--- src/rtl/ir_burst_sequencer.sv ---
// ir_burst_sequencer
//   Multi-channel IR code player. Walks a table of IR code records held in a
//   synchronous ROM and drives CHANNELS LED outputs with gated carrier bursts.
//   Record layout: W0 carrier half-period (0 = end of table), W1 pair count,
//   then that many {on_units, off_units} pairs. Records are packed back to back.
//
// Ports
//   clock_in, reset_in        clock, asynchronous active-high reset
//   start_in                  start request, honoured in IDLE or FAIL only
//   abort_in                  return to IDLE on the next clock, beats start_in
//   loop_forever_in           replay the table until aborted (latched at start)
//   repeat_in                 extra passes after the first (latched at start)
//   chan_mask_in              enabled LED channels (latched at start)
//   mem_addr_out/mem_data_in  ROM address / data (data valid one clock later)
//   ir_out                    carrier AND mask while emitting, else 0
//   busy_out                  high in every state except IDLE and FAIL
//   fail_out                  sticky failure (empty table, n=0, overflow)
//   done_out                  one-clock pulse on entry to IDLE after last pass
//   code_index_out            index of the code being played
//
// Handshake: no valid/ready pairs. start_in is a level request sampled only
// while idle or failed; abort_in is a level that wins over everything.
module ir_burst_sequencer #(
    parameter int CHANNELS    = 4,
    parameter int CTC_WIDTH   = 8,
    parameter int DELAY_WIDTH = 16,
    parameter int ADDR_WIDTH  = 13,
    parameter int UNIT_DIV    = 10,
    parameter int GAP_UNITS   = 250
) (
    input  logic                   clock_in,
    input  logic                   reset_in,
    input  logic                   start_in,
    input  logic                   abort_in,
    input  logic                   loop_forever_in,
    input  logic [7:0]             repeat_in,
    input  logic [CHANNELS-1:0]    chan_mask_in,
    output logic [ADDR_WIDTH-1:0]  mem_addr_out,
    input  logic [DELAY_WIDTH-1:0] mem_data_in,
    output logic [CHANNELS-1:0]    ir_out,
    output logic                   busy_out,
    output logic                   fail_out,
    output logic                   done_out,
    output logic [7:0]             code_index_out
);

    // Durations are multiplied out in DELAY_WIDTH+8 bits so no product truncates.
    localparam int TW = DELAY_WIDTH + 8;
    localparam logic [TW-1:0]         UNIT_CLKS = TW'(UNIT_DIV);
    localparam logic [TW-1:0]         GAP_CLKS  = TW'(GAP_UNITS * UNIT_DIV);
    localparam logic [TW-1:0]         TW_ONE    = TW'(1);
    localparam logic [CTC_WIDTH-1:0]  CTC_ONE   = CTC_WIDTH'(1);
    localparam logic [ADDR_WIDTH:0]   ADDR_ONE  = (ADDR_WIDTH + 1)'(1);

    typedef enum logic [3:0] {
        S_IDLE, S_F_CARR, S_F_CNT, S_F_ON, S_F_OFF,
        S_EMIT_ON, S_EMIT_OFF, S_GAP, S_FAIL
    } state_t;

    state_t                 state_q, state_d;
    logic                   phase_q, phase_d;        // fetch: 0 = drive address, 1 = capture
    logic [ADDR_WIDTH:0]    addr_q, addr_d;          // extra MSB flags overflow
    logic [CTC_WIDTH-1:0]   h_q, h_d;
    logic [CTC_WIDTH-1:0]   ctc_q, ctc_d;
    logic                   carrier_q, carrier_d;
    logic [7:0]             pairs_q, pairs_d;
    logic [DELAY_WIDTH-1:0] on_q, on_d;
    logic [DELAY_WIDTH-1:0] off_q, off_d;
    logic [TW-1:0]          timer_q, timer_d;
    logic [CHANNELS-1:0]    mask_q, mask_d;
    logic                   loop_q, loop_d;
    logic [7:0]             repeat_q, repeat_d;
    logic [7:0]             passes_q, passes_d;
    logic [7:0]             code_idx_q, code_idx_d;
    logic                   last_pass_q, last_pass_d; // next GAP ends in IDLE
    logic                   fail_q, fail_d;
    logic                   done_q, done_d;

    logic                   is_fetch, word_ready, finish_pair;
    logic [TW-1:0]          data_prod, on_prod, off_prod;

    assign is_fetch   = (state_q == S_F_CARR) || (state_q == S_F_CNT) ||
                        (state_q == S_F_ON)   || (state_q == S_F_OFF);
    assign word_ready = is_fetch && phase_q;
    assign data_prod  = TW'(mem_data_in) * UNIT_CLKS;
    assign on_prod    = TW'(on_q) * UNIT_CLKS;
    assign off_prod   = TW'(off_q) * UNIT_CLKS;

    always_ff @(posedge clock_in or posedge reset_in) begin
        if (reset_in) begin
            state_q     <= S_IDLE;
            phase_q     <= 1'b0;
            addr_q      <= '0;
            h_q         <= '0;
            ctc_q       <= '0;
            carrier_q   <= 1'b0;
            pairs_q     <= '0;
            on_q        <= '0;
            off_q       <= '0;
            timer_q     <= '0;
            mask_q      <= '0;
            loop_q      <= 1'b0;
            repeat_q    <= '0;
            passes_q    <= '0;
            code_idx_q  <= '0;
            last_pass_q <= 1'b0;
            fail_q      <= 1'b0;
            done_q      <= 1'b0;
        end else begin
            state_q     <= state_d;
            phase_q     <= phase_d;
            addr_q      <= addr_d;
            h_q         <= h_d;
            ctc_q       <= ctc_d;
            carrier_q   <= carrier_d;
            pairs_q     <= pairs_d;
            on_q        <= on_d;
            off_q       <= off_d;
            timer_q     <= timer_d;
            mask_q      <= mask_d;
            loop_q      <= loop_d;
            repeat_q    <= repeat_d;
            passes_q    <= passes_d;
            code_idx_q  <= code_idx_d;
            last_pass_q <= last_pass_d;
            fail_q      <= fail_d;
            done_q      <= done_d;
        end
    end

    always_comb begin
        state_d     = state_q;
        phase_d     = phase_q;
        addr_d      = addr_q;
        h_d         = h_q;
        ctc_d       = ctc_q;
        carrier_d   = carrier_q;
        pairs_d     = pairs_q;
        on_d        = on_q;
        off_d       = off_q;
        timer_d     = timer_q;
        mask_d      = mask_q;
        loop_d      = loop_q;
        repeat_d    = repeat_q;
        passes_d    = passes_q;
        code_idx_d  = code_idx_q;
        last_pass_d = last_pass_q;
        fail_d      = fail_q;
        done_d      = 1'b0;
        finish_pair = 1'b0;

        // Shared two-clock fetch: the address phase refuses to run past the
        // top of the ROM, the capture phase advances the address.
        if (is_fetch) begin
            if (!phase_q) begin
                if (addr_q[ADDR_WIDTH]) begin
                    state_d = S_FAIL;
                    fail_d  = 1'b1;
                end else begin
                    phase_d = 1'b1;
                end
            end else begin
                phase_d = 1'b0;
                addr_d  = addr_q + ADDR_ONE;
            end
        end

        case (state_q)
            S_IDLE, S_FAIL: begin
                if (start_in && !abort_in) begin
                    mask_d      = chan_mask_in;
                    loop_d      = loop_forever_in;
                    repeat_d    = repeat_in;
                    passes_d    = '0;
                    fail_d      = 1'b0;
                    addr_d      = '0;
                    code_idx_d  = '0;
                    last_pass_d = 1'b0;
                    phase_d     = 1'b0;
                    state_d     = S_F_CARR;
                end
            end
            S_F_CARR: begin
                if (word_ready) begin
                    if (mem_data_in[CTC_WIDTH-1:0] == '0) begin
                        if (code_idx_q == 8'd0) begin
                            state_d = S_FAIL;
                            fail_d  = 1'b1;
                        end else begin
                            state_d = S_GAP;
                            timer_d = GAP_CLKS - TW_ONE;
                            if (loop_q || (passes_q < repeat_q)) begin
                                passes_d   = passes_q + 8'd1;
                                addr_d     = '0;
                                code_idx_d = '0;
                            end else begin
                                last_pass_d = 1'b1;
                            end
                        end
                    end else begin
                        h_d     = mem_data_in[CTC_WIDTH-1:0];
                        state_d = S_F_CNT;
                    end
                end
            end
            S_F_CNT: begin
                if (word_ready) begin
                    if (mem_data_in[7:0] == 8'd0) begin
                        state_d = S_FAIL;
                        fail_d  = 1'b1;
                    end else begin
                        pairs_d = mem_data_in[7:0];
                        state_d = S_F_ON;
                    end
                end
            end
            S_F_ON: begin
                if (word_ready) begin
                    on_d    = mem_data_in;
                    state_d = S_F_OFF;
                end
            end
            S_F_OFF: begin
                if (word_ready) begin
                    off_d = mem_data_in;
                    if (on_q != '0) begin
                        state_d   = S_EMIT_ON;
                        timer_d   = on_prod - TW_ONE;
                        ctc_d     = h_q - CTC_ONE;
                        carrier_d = 1'b1;
                    end else if (mem_data_in != '0) begin
                        state_d = S_EMIT_OFF;
                        timer_d = data_prod - TW_ONE;
                    end else begin
                        finish_pair = 1'b1;
                    end
                end
            end
            S_EMIT_ON: begin
                // Carrier flips after h clocks in each phase, high phase first.
                if (ctc_q == '0) begin
                    carrier_d = ~carrier_q;
                    ctc_d     = h_q - CTC_ONE;
                end else begin
                    ctc_d = ctc_q - CTC_ONE;
                end
                if (timer_q == '0) begin
                    if (off_q != '0) begin
                        state_d = S_EMIT_OFF;
                        timer_d = off_prod - TW_ONE;
                    end else begin
                        finish_pair = 1'b1;
                    end
                end else begin
                    timer_d = timer_q - TW_ONE;
                end
            end
            S_EMIT_OFF: begin
                if (timer_q == '0) finish_pair = 1'b1;
                else               timer_d = timer_q - TW_ONE;
            end
            S_GAP: begin
                if (timer_q == '0) begin
                    if (last_pass_q) begin
                        state_d     = S_IDLE;
                        done_d      = 1'b1;
                        last_pass_d = 1'b0;
                    end else begin
                        state_d = S_F_CARR;
                    end
                end else begin
                    timer_d = timer_q - TW_ONE;
                end
            end
            default: state_d = S_IDLE;
        endcase

        if (finish_pair) begin
            pairs_d = pairs_q - 8'd1;
            if (pairs_q != 8'd1) begin
                state_d = S_F_ON;
            end else begin
                code_idx_d = code_idx_q + 8'd1;
                timer_d    = GAP_CLKS - TW_ONE;
                state_d    = S_GAP;
            end
        end

        if (abort_in) begin
            state_d     = S_IDLE;
            phase_d     = 1'b0;
            done_d      = 1'b0;
            last_pass_d = 1'b0;
        end
    end

    assign mem_addr_out   = addr_q[ADDR_WIDTH-1:0];
    assign ir_out         = (state_q == S_EMIT_ON) ? ({CHANNELS{carrier_q}} & mask_q) : '0;
    assign busy_out       = (state_q != S_IDLE) && (state_q != S_FAIL);
    assign fail_out       = fail_q;
    assign done_out       = done_q;
    assign code_index_out = code_idx_q;

endmodule

--- config.mk ---
export PLATFORM = sky130hd
export DESIGN_NAME = ir_burst_sequencer
export DESIGN_NICKNAME = d
export VERILOG_FILES = /design/src/rtl/ir_burst_sequencer.sv
export SDC_FILE = /design/constraint.sdc
export NUM_CORES = 1
export LEC_CHECK = 0
export BUFFER_PORTS_ARGS = -buffer_cell sky130_fd_sc_hd__buf_4
export CAP_MARGIN = 10
export CORE_MARGIN = 4
export CORE_UTILIZATION = 25
export DETAILED_ROUTE_END_ITERATION = 16
export PLACE_DENSITY = 0.49
export SETUP_SLACK_MARGIN = 0.3
export SLEW_MARGIN = 20
export SYNTH_ARGS = -nofsm -noshare
export SYNTH_HDL_FRONTEND = slang
export SYNTH_SLANG_ARGS = --single-unit
--- constraint.sdc ---
create_clock -name clock_in -period 5.7 [get_ports clock_in]
set_input_delay 0.855 -clock clock_in [delete_from_list [all_inputs] [get_ports clock_in]]
set_output_delay 0.855 -clock clock_in [all_outputs]
set_load 0.03 [all_outputs]
---- Word-level counts from Yosys, hierarchy flattened ----
Index checks and enable logic that the tools add are counted.
operators by class
  $add $sub $neg .......................... 10
  $mul .................................... 3
  div/mod/pow operators ................... 0
  magnitude comparators ................... 1
  eq/ne operators ......................... 25
  shift operators ......................... 0
  mux-type cells .......................... 103
  bitwise logic cells ..................... 3
  reduce and logical (&&, ||, !) cells .... 33
operators by type and width
  operator                                                               count
  24-bit two-way mux                                                     11
  8-bit two-way mux                                                      19
  14-bit two-way mux                                                     7
  24-bit one-hot mux with 4 select lines                                 1
  4-bit two-way mux                                                      19
  20-bit by 1-bit subtractor with 21-bit output, second input constant   3
  16-bit by 3-bit multiplier with 19-bit output, second input constant   3
  8-bit one-hot mux with 2 select lines                                  3
  16-bit nonzero test                                                    3
  1-bit two-way mux                                                      36
  4-bit one-hot mux with 8 select lines                                  1
  14-bit one-hot mux with 2 select lines                                 1
  24-bit logical NOT                                                     1
  8-bit logical NOT                                                      3
  24-bit by 1-bit subtractor with 24-bit output, second input constant   1
  8-bit by 1-bit subtractor with 8-bit output, second input constant     3
  8-bit by 1-bit adder with 8-bit output, second input constant          2
  4-bit by 3-bit equality test with 1-bit output, second input constant  4
  3-bit inequality test, second input constant                           5
  14-bit by 1-bit adder with 14-bit output, second input constant        1
  2-bit inequality test, second input constant                           6
  1-bit one-hot mux with 3 select lines                                  3
  3-bit AND reduction                                                    3
  4-bit by 2-bit equality test with 1-bit output, second input constant  2
  22 further kinds                                                       37
storage, ports and cells
  register bits ........................... 132
  latch bits .............................. 0
  bits in writable memories ............... 0
  memory bits (read-only) ................. 0
  bits of input ports ..................... 33
  output and inout bits ................... 28
  logic and storage cells ................. 196
  memories kept ........................... 0

---- Longest topological paths before layout ----
Gate-level depths: netlist of the first run.
  depth in word-level cells ............... 11
  depth in mapped cells ................... 15
  gate-level depth less buffers ........... 14

---- Worst setup path after synthesis of the first run ----
No wires, ideal clock.
  path type ............................... input to register
  start ................................... input mem_data_in[1]
  end ..................................... register timer_q[20]
  library setup time ...................... 0.082 ns
  data arrival time ....................... 4.073 ns
  data required time ...................... 5.618 ns
  setup slack ............................. 1.545 ns
  stages .................................. 12
  buffers on the path ..................... 0
  cell sequence ........................... ha_1 -> ha_1 -> fa_1 -> xor2_1 -> or4_1 -> or4_1 -> and4bb_2 -> and3_1 -> nand3_1 -> a221o_1 -> o21bai_1 -> a31oi_1
between the ends
  word-level cells in the longest chain between the ends .. 8
  elaborated cells on any way between the ends .. 16
  those cells by class .................... add/sub: 1; mul: 1; mux: 12; reduce/logical: 2
RTL lines
  item                                           line  source
  start: declaration                             39    input logic [DELAY_WIDTH-1:0] mem_data_in,
  16-bit by 3-bit multiplier with 19-bit output  85    assign data_prod = TW'(mem_data_in) * UNIT_CLKS;
  20-bit by 1-bit subtractor with 21-bit output  233   timer_d = data_prod - TW_ONE;
  24-bit two-way mux                             231   end else if (mem_data_in != '0) begin
  24-bit two-way mux                             226   if (on_q != '0) begin
  24-bit two-way mux                             224   if (word_ready) begin
  24-bit one-hot mux with 4 select lines         168   case (state_q)
  24-bit two-way mux                             280   if (pairs_q != 8'd1) begin
  24-bit two-way mux (*)                         278   if (finish_pair) begin
  named net timer_d[20]                          69    logic [TW-1:0] timer_q, timer_d;
  end signal: assignment                         119   timer_q <= timer_d;
  end: declaration                               69
Mark *: on every way through the listed nets, which the timed path passes. The rest lies on a longest branch.
A chain may end at the register's enable or synchronous reset.

---- Final worst setup path of the first run ----
  start ................................... input mem_data_in[1]
  end ..................................... register timer_q[23]
Same word-level chain as after synthesis.

==> results of run 1 <==
## worst reg2reg max path: cells and delay by family (launching register included)
kind | cells | cell delay (ns)
AND/OR/NAND/NOR | 4 | 1.38
AO/OA/AOI/OAI | 6 | 1.29
adder cells (fa/ha/maj) | 3 | 0.86
flip-flops | 1 | 0.45
buffers and inverters | 1 | 0.05
## metal layers
metal	wire length (µm)	global-route usage	up-vias	part of all wire
li1	-	-	5318	-
met1	16300	0.185	5136	0.45
met2	17300	0.240	286	0.48
met3	1560	0.0211	51	0.043
met4	852	0.0485	0	0.024
met5	0	0	-	0
## metrics by stage
step / instance area [µm²] / hold slack, ns / power [mW]
finish: 13300 / 0.266 / 3.28
global route: 13300 / 0.253 / 3.48
CTS: 13300 / 0.247 / 3.31
detailed placement: 12700 / 0.460 / 2.20
global placement: 12700 / 0.454 / 2.20
floorplan: 11700 / 0.437 / 1.91
## cells by family (layout without fill, tap and decap cells)
| group | after synthesis | in the layout | share of synthesized area |
|---|---|---|---|
| buf+inv | 108 | 158 | 0.0407 |
| flops | 132 | 132 | 0.283 |
| compound gates | 364 | 364 | 0.203 |
| xor+xnor | 97 | 97 | 0.0739 |
| fa+ha+maj | 107 | 107 | 0.117 |
| simple gates | 597 | 597 | 0.259 |
| mux | 26 | 26 | 0.0244 |
## power breakdown
part           switching (mW)  internal, mW
registers              0.0744         0.996
logic                   0.666         0.459
clock network           0.505         0.575
total                    1.25          2.03
## layout by cell type (no fill, tap or decap), drive strengths merged, types with 17 or more instances in the layout
| master | instances |
|---|---|
| nand2 | 187 |
| dfrtp | 132 |
| nor2 | 122 |
| ha | 104 |
| o21ai | 102 |
| a21oi | 82 |
| buf | 76 |
| inv | 59 |
| xnor2 | 53 |
| nor3 | 48 |
| nand3 | 46 |
| xor2 | 43 |
| nor4 | 26 |
| a21o | 22 |
| nand4 | 22 |
| o211ai | 22 |
| nand2b | 21 |
| mux2 | 20 |
| and2 | 19 |
| or3 | 19 |
| and3 | 18 |
| clkbuf | 17 |
## worst paths after layout
check	to	slack, ns	cells past startpoint
setup / recovery	timer_q[23]	1.45	14
hold / removal	addr_q[6]	0.27	2
setup reg to reg	timer_q[19]	1.50	14
hold reg to reg	mask_q[0]	0.47	2
max in group asynchronous	pairs_q[0]	4.38	3
min in group clock_in	mask_q[0]	0.47	2
## flip-flops by register name, summed over array words and instances (netlist names), 14 cells and up
register and cells:
off_q 16, on_q 16, timer_q 24, addr_q 14
## area by class of cell
cell class,instances,area [µm²],area share
Multi-Input combinational cell,1191,7900,0.595
Sequential cell,132,3300,0.249
Tap cell,600,751,0.0565
Timing Repair Buffer,76,571,0.0430
Clock buffer,17,425,0.0320
Inverter,50,193,0.0145
Clock inverter,15,139,0.0105
==> metrics, run 1 <==
post-synthesis sequential area ratio=0.283; first-pass GRT wire length=between 50000 and 60000 µm; Max rail drop VDD=about 170 µV; GRT Util Overall=0.142; Max Buffers Root-to-Sink=2; die width=about 220 µm; cell mode on critical path=ha_1; max cap viols=0; Critical Path Sink Type=flop; Final Hold Viols=0; 1st-iter DRT viols=730; maximum operating frequency=roughly 0.24 GHz; Final min period=roughly 4.3 ns; HP Class=primary input to asynchronous set/reset pin; top post-synthesis cells by count=nand2_1 (187), dfrtp_1 (132), nor2_1 (122); Worst Path Buf+Inv=1; layout cells sized above 1=0.105; largest net degree at the start of global routing=roughly 70; Final Cycle Share=0.746; Slew HR=0.331; Worst Skew=around 0.0099 ns; wirelength, routed=around 36000 µm; status=finished, final reports clean; PortBufs=60; Worst Path Required=slightly above 6 ns; # DRC=0; Antenna Cells=0; die area=0.0502 mm²; Reg2Reg Launch Point=on_q[1]; post-route core utilization=0.290; CP top delay family=compound AO/OA/AOI/OAI gates; GPL Wtd Cong=~0.9; row count=78; crit-path max FO=5; Mapped Nets=~1.6k; Worst Setup Path Type=primary input to flop; area share of the largest cell type after synthesis=0.283; clk sinks=~130; top-count cell post-synth=nand2_1; Slew Limit Fails=0; LEAKAGE=between 5 and 6 nW; initial antenna violation count=0; GRT overflow=0; post-CTS setup buffer count=0; H-tree Lvls=4; FILL cells=a little under 5k; area grow syn2layout=13.7%; CP startpoint kind=primary input; Yosys top cell by area=dfrtp_1; Setup-failing EPs final=0; antenna viol nets, final=0; largest cells by area after synthesis=dfrtp_1 (28%), ha_1 (11%), nand2_1 (6.0%); total core area=0.0458 mm²; Yosys cell types=85; EDFF count, synth=0; io pins=between 60 and 70; final worst slack=roughly 1.4 ns; Initial Util=0.255; CTS Root Cell=clkbuf_16; worst-path cell chain=buf_4, ha_1, ha_1, fa_1, a211oi_1, o21ai_1, or3_1, o22ai_1, and4bb_2, and3_1, nand3_1, a221o_1, o21bai_1, a31oi_1; number of global-route vias before repair=10.4k; die height=between 200 and 250 µm; CTS tree=yes; vias per cell=approximately 5.2; Worst-Margin Slew=0.995 ns; # hold bufs at CTS=0; Synth Area per Inst=8.16 µm²; arrival time worst endpoint=4.62 ns; Worst path slowest cell=fa_1; Setup WS pre-CTS=about 1.1 ns; clock-pin slew on the worst setup and hold paths=~0.070 ns; DP HPWL=about 28000 µm; setup_tns=0 ns; synthesized flop and latch total=around 130; total CTS buffers=17; post-cts gate resize count=0; Async S/R FF share, synth=1.00; Max stage delay on crit path=about 0.43 ns; worst setup path start=mem_data_in[1]; vias=about 11k; Final #Nets=1608; Syn Inst Count=1431; Routed wire per std cell=about 17 µm; Post-synth top flop=dfrtp_1; Inst Count DP=a little over 2k; drt first pass iters=6; Pwr Density=between 200 and 250 mW/mm²; Ys Warns=0; RSZ-0062 raised after global routing=no; clock latency on the worst-skew pair=between 0.4 and 0.5 ns; Finished Layout Cells=2081; synthesized area=about 0.012 mm²
No activity file was read; power rests on OpenSTA's default activity.
==> run 2: changes to the inputs <==
==> constraint.sdc (replaced) <==
create_clock -name clock_in -period 4.45 [get_ports clock_in]
set_input_delay 0.6675 -clock clock_in [delete_from_list [all_inputs] [get_ports clock_in]]
set_output_delay 0.6675 -clock clock_in [all_outputs]
set_load 0.03 [all_outputs]
==> run 2 against run 1 <==
- clock skew up 0.015 ns
- largest cell class unchanged
- worst hold slack better by 0.095 ns
- core utilization increased by 0.42 points
- flip-flop and latch count stayed put
==> metrics, run 2 (same netlist as run 1, synthesis figures left out) <==
H-tree Lvls=4; clk sinks=~130; RSZ-0062 raised after global routing=yes; Worst Setup Path Type=primary input to flop; Final min period=4.02 ns; CTS Root Cell=clkbuf_16; arrival time worst endpoint=4.38 ns; area grow syn2layout=15.4%; # DRC=0; number of global-route vias before repair=10.6k; total core area=approximately 0.046 mm²; die height=~220 µm; largest net degree at the start of global routing=70; row count=78; PortBufs=60; initial antenna violation count=0; crit-path max FO=4; Max Buffers Root-to-Sink=2; Int Pwr=between 2 and 3 mW; Worst Skew=roughly 0.025 ns; GRT Util Overall=0.147; Final Hold Viols=0; Slew HR=0.402; antenna viol nets, final=0; clock latency on the worst-skew pair=0.46 ns; LEAKAGE=about 6 nW; Slew Limit Fails=0; most common cell after layout, fill and taps aside=nand2_1; HP Class=primary input to asynchronous set/reset pin; die width=between 200 and 250 µm; drt first pass iters=5; r2r endpoint=timer_q[18]; Antenna Cells=0; vias per cell=~5.2; Final #Nets=between 1.5k and 2k; R2R depth=14; Max rail drop VDD=approximately 270 µV; CP startpoint kind=primary input; die area=around 0.050 mm²; Comb power frac=0.340; total CTS buffers=17; io pins=61; vias=approximately 11k; DP HPWL=between 20000 and 30000 µm; status=finished, final reports clean; top flop regs=timer_q x24, off_q x16, on_q x16; layout cells sized above 1=0.116; GRT overflow=0; setup_tns=0 ns; Worst Path Required=between 4 and 5 ns; Setup-failing EPs final=0; CTS tree=yes; wirelength, routed=roughly 37000 µm; Final Cycle Share=0.902; Reg2Reg Launch Point=off_q[3]; most frequent cells in the layout=nand2_1 (187), dfrtp_1 (132), nor2_1 (122), ha_1 (104), o21ai_0 (99); Critical Path Sink Type=flop; GPL Wtd Cong=~0.88; Clock power frac=0.347; maximum operating frequency=0.249 GHz; clock-pin slew on the worst setup and hold paths=~0.070 ns; first-pass GRT wire length=between 50000 and 60000 µm; Hold WS=between 0.3 and 0.4 ns; Reg with most FFs=timer_q; total power=roughly 4.4 mW; Seq pwr share=0.314; Switching Fraction=0.371; Worst-Margin Slew=0.891 ns; Initial Util=0.255; Pwr Density=324 mW/mm²; max cap viols=0; Routed wire per std cell=~18 µm; Largest register FFs=24; reg-to-reg slack, setup=~0.53 ns; Net Sw Power=roughly 1.6 mW; 1st-iter DRT viols=just under 800
run 2: changes by cell type in the layout (fill, tap and decap cells not counted), moves of 2 or more:
cell	previous run	this run
buf_4	76	85
inv_6	6	8
a211oi_1	15	13
clkinv_2	2	0
bufinv_16	0	2
a211oi_2	0	2
run 2: power by group through the flow:
stage | Clock, mW | Combinational, mW | Sequential [mW]
after global routing | 1.61 | 1.65 | 1.38
after CTS | 1.56 | 1.47 | 1.37
final | 1.51 | 1.48 | 1.37
after detailed placement | 0 | 1.46 | 1.39
after global placement | 0 | 1.45 | 1.39
after floorplan | 0 | 1.10 | 1.35
run 2: worst max path at each step:
stage | cells past startpoint | slack [ns] | endpoint | start
2_1_floorplan | 12 | 0.48 | timer_q[20] | mem_data_in[1]
3_3_place_gp | 14 | 0.08 | timer_q[20] | mem_data_in[1]
3_5_place_dp | 13 | 0.03 | timer_q[23] | mem_data_in[1]
4_1_cts | 14 | 0.33 | timer_q[16] | on_q[1]
5_1_grt | 14 | 0.29 | timer_q[18] | off_q[3]
6_report | 13 | 0.43 | timer_q[23] | mem_data_in[1]
run 2: layer usage:
metal  vias to the layer above  GRT usage  part of all wire
li1                       5334          -                 -
met1                      5253      0.196              0.47
met2                       236      0.237              0.46
met3                        66     0.0244             0.039
met4                         0     0.0612             0.035
met5                         -          0                 0
run 2: area by class of cell:
cell class	count	area (µm²)
Inverter	50	191
Tap cell	600	751
Timing Repair Buffer	87	666
Sequential cell	132	3300
Clock inverter	14	175
Clock buffer	18	439
Fill cell	4882	32300
Multi-Input combinational cell	1191	7950
run 2: through the flow:
| stage | worst slack, ns | instance area [µm²] | instances | utilization |
|---|---|---|---|---|
| 2_1_floorplan | 0.482 | 11700 | 1431 | - |
| 3_5_place_dp | 0.0319 | 12800 | 2058 | 0.280 |
| 3_3_place_gp | 0.0838 | 12800 | 2058 | 0.280 |
| 5_1_grt | 0.285 | 13500 | 2092 | 0.294 |
| 4_1_cts | 0.329 | 13400 | 2090 | 0.293 |
| 6_report | 0.435 | 13500 | 2092 | 0.294 |
run 2: worst max-delay path: stages:
cell and delay (ns):
buf_4 0.15, ha_1 0.29, ha_1 0.23, fa_1 0.45, xor2_1 0.20, or4_1 0.47, or4_1 0.48, and4bb_2 0.34
and3_1 0.24, nand3_1 0.10, a221o_1 0.42, o21bai_1 0.18, a31oi_1 0.16
run 2: what timing repair did:
action                     4_1_cts  5_1_grt
setup buffers                    0        1
gates resized for setup          0        8
hold buffers                     0        0
setup endpoints to repair        0        9
==> run 3: changes to the inputs <==
--- a/config.mk
+++ b/config.mk
@@ -5,6 +5,7 @@
 export SDC_FILE = /design/constraint.sdc
 export NUM_CORES = 1
 export LEC_CHECK = 0
+export ABC_AREA = 1
 export BUFFER_PORTS_ARGS = -buffer_cell sky130_fd_sc_hd__buf_4
 export CAP_MARGIN = 10
 export CORE_MARGIN = 4
==> run 3 against run 2 <==
- register-to-register slack improved by 0.51 ns
- highest routed layer unchanged
- worst hold slack improved by 0.041 ns
- core utilization decreased by 0.89 points
- design area increased by 12%
- via count increased by 23%
==> metrics, run 3 <==
top flop regs=timer_q x24, off_q x16, on_q x16; worst setup path start=on_q[0]; total CTS buffers=17; layout cells sized above 1=0.0851; status=finished, final reports clean; Yosys cell types=58; top post-synthesis cells by count=nand2_1 (588), inv_1 (307), nor2_1 (198); Routed wire per std cell=approximately 16 µm; 1st-iter DRT viols=roughly 810; r2r endpoint=code_index_out[3]; vias per cell=~4.7; io pins=~60; area share of the largest cell type after synthesis=0.247; met1 Resource Use GR=0.209; most common cell after layout, fill and taps aside=nand2_1; PortBufs=60; Final min period=approximately 3.4 ns; die height=between 200 and 250 µm; clock latency on the worst-skew pair=about 0.45 ns; row count=84; largest net degree at the start of global routing=between 100 and 150; total power=4.73 mW; setup_tns=0 ns; Max stage delay on crit path=approximately 0.44 ns; Reg2Reg Launch Point=on_q[0]; Slew Limit Fails=0; GPL Wtd Cong=between 0.9 and 1; R2R depth=13; first-pass GRT wire length=around 70000 µm; Worst Path Required=approximately 4.8 ns; Setup-failing EPs final=0; number of global-route vias before repair=approximately 13k; Ys Warns=0; area grow syn2layout=12.8%; Pwr Density=between 300 and 400 mW/mm²; total core area=between 0.05 and 0.06 mm²; Async S/R FF share, synth=1.00; post-synthesis sequential area ratio=0.247; antenna viol nets, final=0; GRT overflow=0; arrival time worst endpoint=roughly 3.7 ns; die area=approximately 0.057 mm²; crit-path max FO=17; Most Used Layer, Global Route=met2; CTS tree=yes; HP Class=primary input to asynchronous set/reset pin; # hold bufs at CTS=0; Antenna Cells=0; CP Capture Point=code_index_out[3]; maximum operating frequency=0.293 GHz; CTS Root Cell=clkbuf_16; Worst Skew=roughly 0.022 ns; worst-path cell chain=inv_1, ha_1, nand3_1, nor4_1, nand2_1, nor2_4, nand2_2, nand2_2, inv_2, nor2_8, inv_2, nand2_1, o22ai_1; RSZ-0062 raised after global routing=no; post-cts gate resize count=0; GRT met3 Usage=0.0168; Worst-Margin Slew=1.01 ns; die width=roughly 240 µm; Yosys top cell by area=dfrtp_1; post-CTS setup buffer count=0; max cap viols=0; Synth Area per Inst=roughly 6.4 µm²; synthesized flop and latch total=132; clk sinks=132; clock-pin slew on the worst setup and hold paths=0.07 ns; LEAKAGE=about 7.9 nW; EDFF count, synth=0; most frequent cells in the layout=nand2_1 (588), inv_1 (306), nor2_1 (198), nand3_1 (178), dfrtp_1 (132); wirelength, routed=around 44000 µm; top-count cell post-synth=nand2_1; Post-synth top flop=dfrtp_1; vias=between 10k and 15k; Initial Util=0.253; reg-to-reg slack, setup=around 1.0 ns; DP HPWL=around 35000 µm; Largest register FFs=24; Worst path slowest cell=nor4_1; Syn Inst Count=around 2.1k; Final Hold Viols=0; # DRC=0; Final #Nets=2266; GR Util met2=0.266; GRT Util Overall=0.156; H-tree Lvls=4; synthesized area=approximately 0.013 mm²; drt first pass iters=5; Critical Path Sink Type=flop; CP startpoint kind=flop; Max rail drop VDD=around 190 µV; Mapped Nets=between 2k and 2.5k; Final Cycle Share=0.767; Max Buffers Root-to-Sink=2; largest cells by area after synthesis=dfrtp_1 (25%), nand2_1 (17%), ha_1 (9.7%); Slew HR=0.327; initial antenna violation count=0; Reg with most FFs=timer_q; Worst Setup Path Type=flop to flop; Hold WS=0.402 ns
[run 3: final cells by class]
| cell class | instances | area, µm² |
|---|---|---|
| Multi-Input combinational cell | 1578 | 8540 |
| Clock inverter | 13 | 136 |
| Timing Repair Buffer | 69 | 531 |
| Inverter | 328 | 1240 |
| Sequential cell | 132 | 3300 |
| Fill cell | 5926 | 37700 |
| Clock buffer | 19 | 453 |
| Tap cell | 688 | 861 |
[run 3: power by group]
part	internal, mW	switching [mW]	leakage, nW
clock network	0.817	0.662	0.281
logic	0.574	1.14	5.95
registers	1.34	0.198	1.62
[run 3: critical path: cells and delay by family (launching register included)]
kind,cells,cell delay [ns]
AO/OA/AOI/OAI,1,0.09
AND/OR/NAND/NOR,8,1.98
flip-flops,1,0.40
adder cells (fa/ha/maj),1,0.34
buffers and inverters,3,0.45
[run 3: how the worst min path moves through the flow]
stage | start | to | slack [ns] | cells after the start
5_1_grt | chan_mask_in[3] | mask_q[3] | 0.40 | 3
4_1_cts | chan_mask_in[2] | mask_q[2] | 0.39 | 3
2_1_floorplan | mask_q[2] | mask_q[2] | 0.45 | 2
3_5_place_dp | repeat_q[0] | repeat_q[0] | 0.47 | 2
3_3_place_gp | mask_q[2] | mask_q[2] | 0.46 | 2
6_report | reset_in | addr_q[11] | 0.40 | 3
[run 3: cell families (layout without fill, tap and decap cells)]
logic type / Yosys count / count (layout) / share of synthesized area
AOI/OAI and AO/OA: 275 / 275 / 0.115
xor gates and xnor gates: 74 / 74 / 0.0485
adders and majority gates: 107 / 107 / 0.102
buffers and inverters: 375 / 429 / 0.113
DFF: 132 / 132 / 0.247
and+or+nand+nor: 1122 / 1122 / 0.374
[run 3: metal layers]
layer / up-vias / part of all wire
met2: 258 / 0.48
met1: 6246 / 0.47
met4: 0 / 0.019
li1: 6825 / -
met5: - / 0
met3: 42 / 0.034
[run 3: per-stage QoR]
stage / utilization / setup WS [ns] / instance area (µm²) / std cells
after floorplan: - / 1.35 / 13400 / 2085
after global placement: 0.274 / 0.854 / 14500 / 2795
after detailed placement: 0.274 / 0.845 / 14500 / 2795
after CTS: 0.286 / 0.990 / 15100 / 2827
after global routing: 0.286 / 0.624 / 15100 / 2827
final: 0.286 / 1.04 / 15100 / 2827
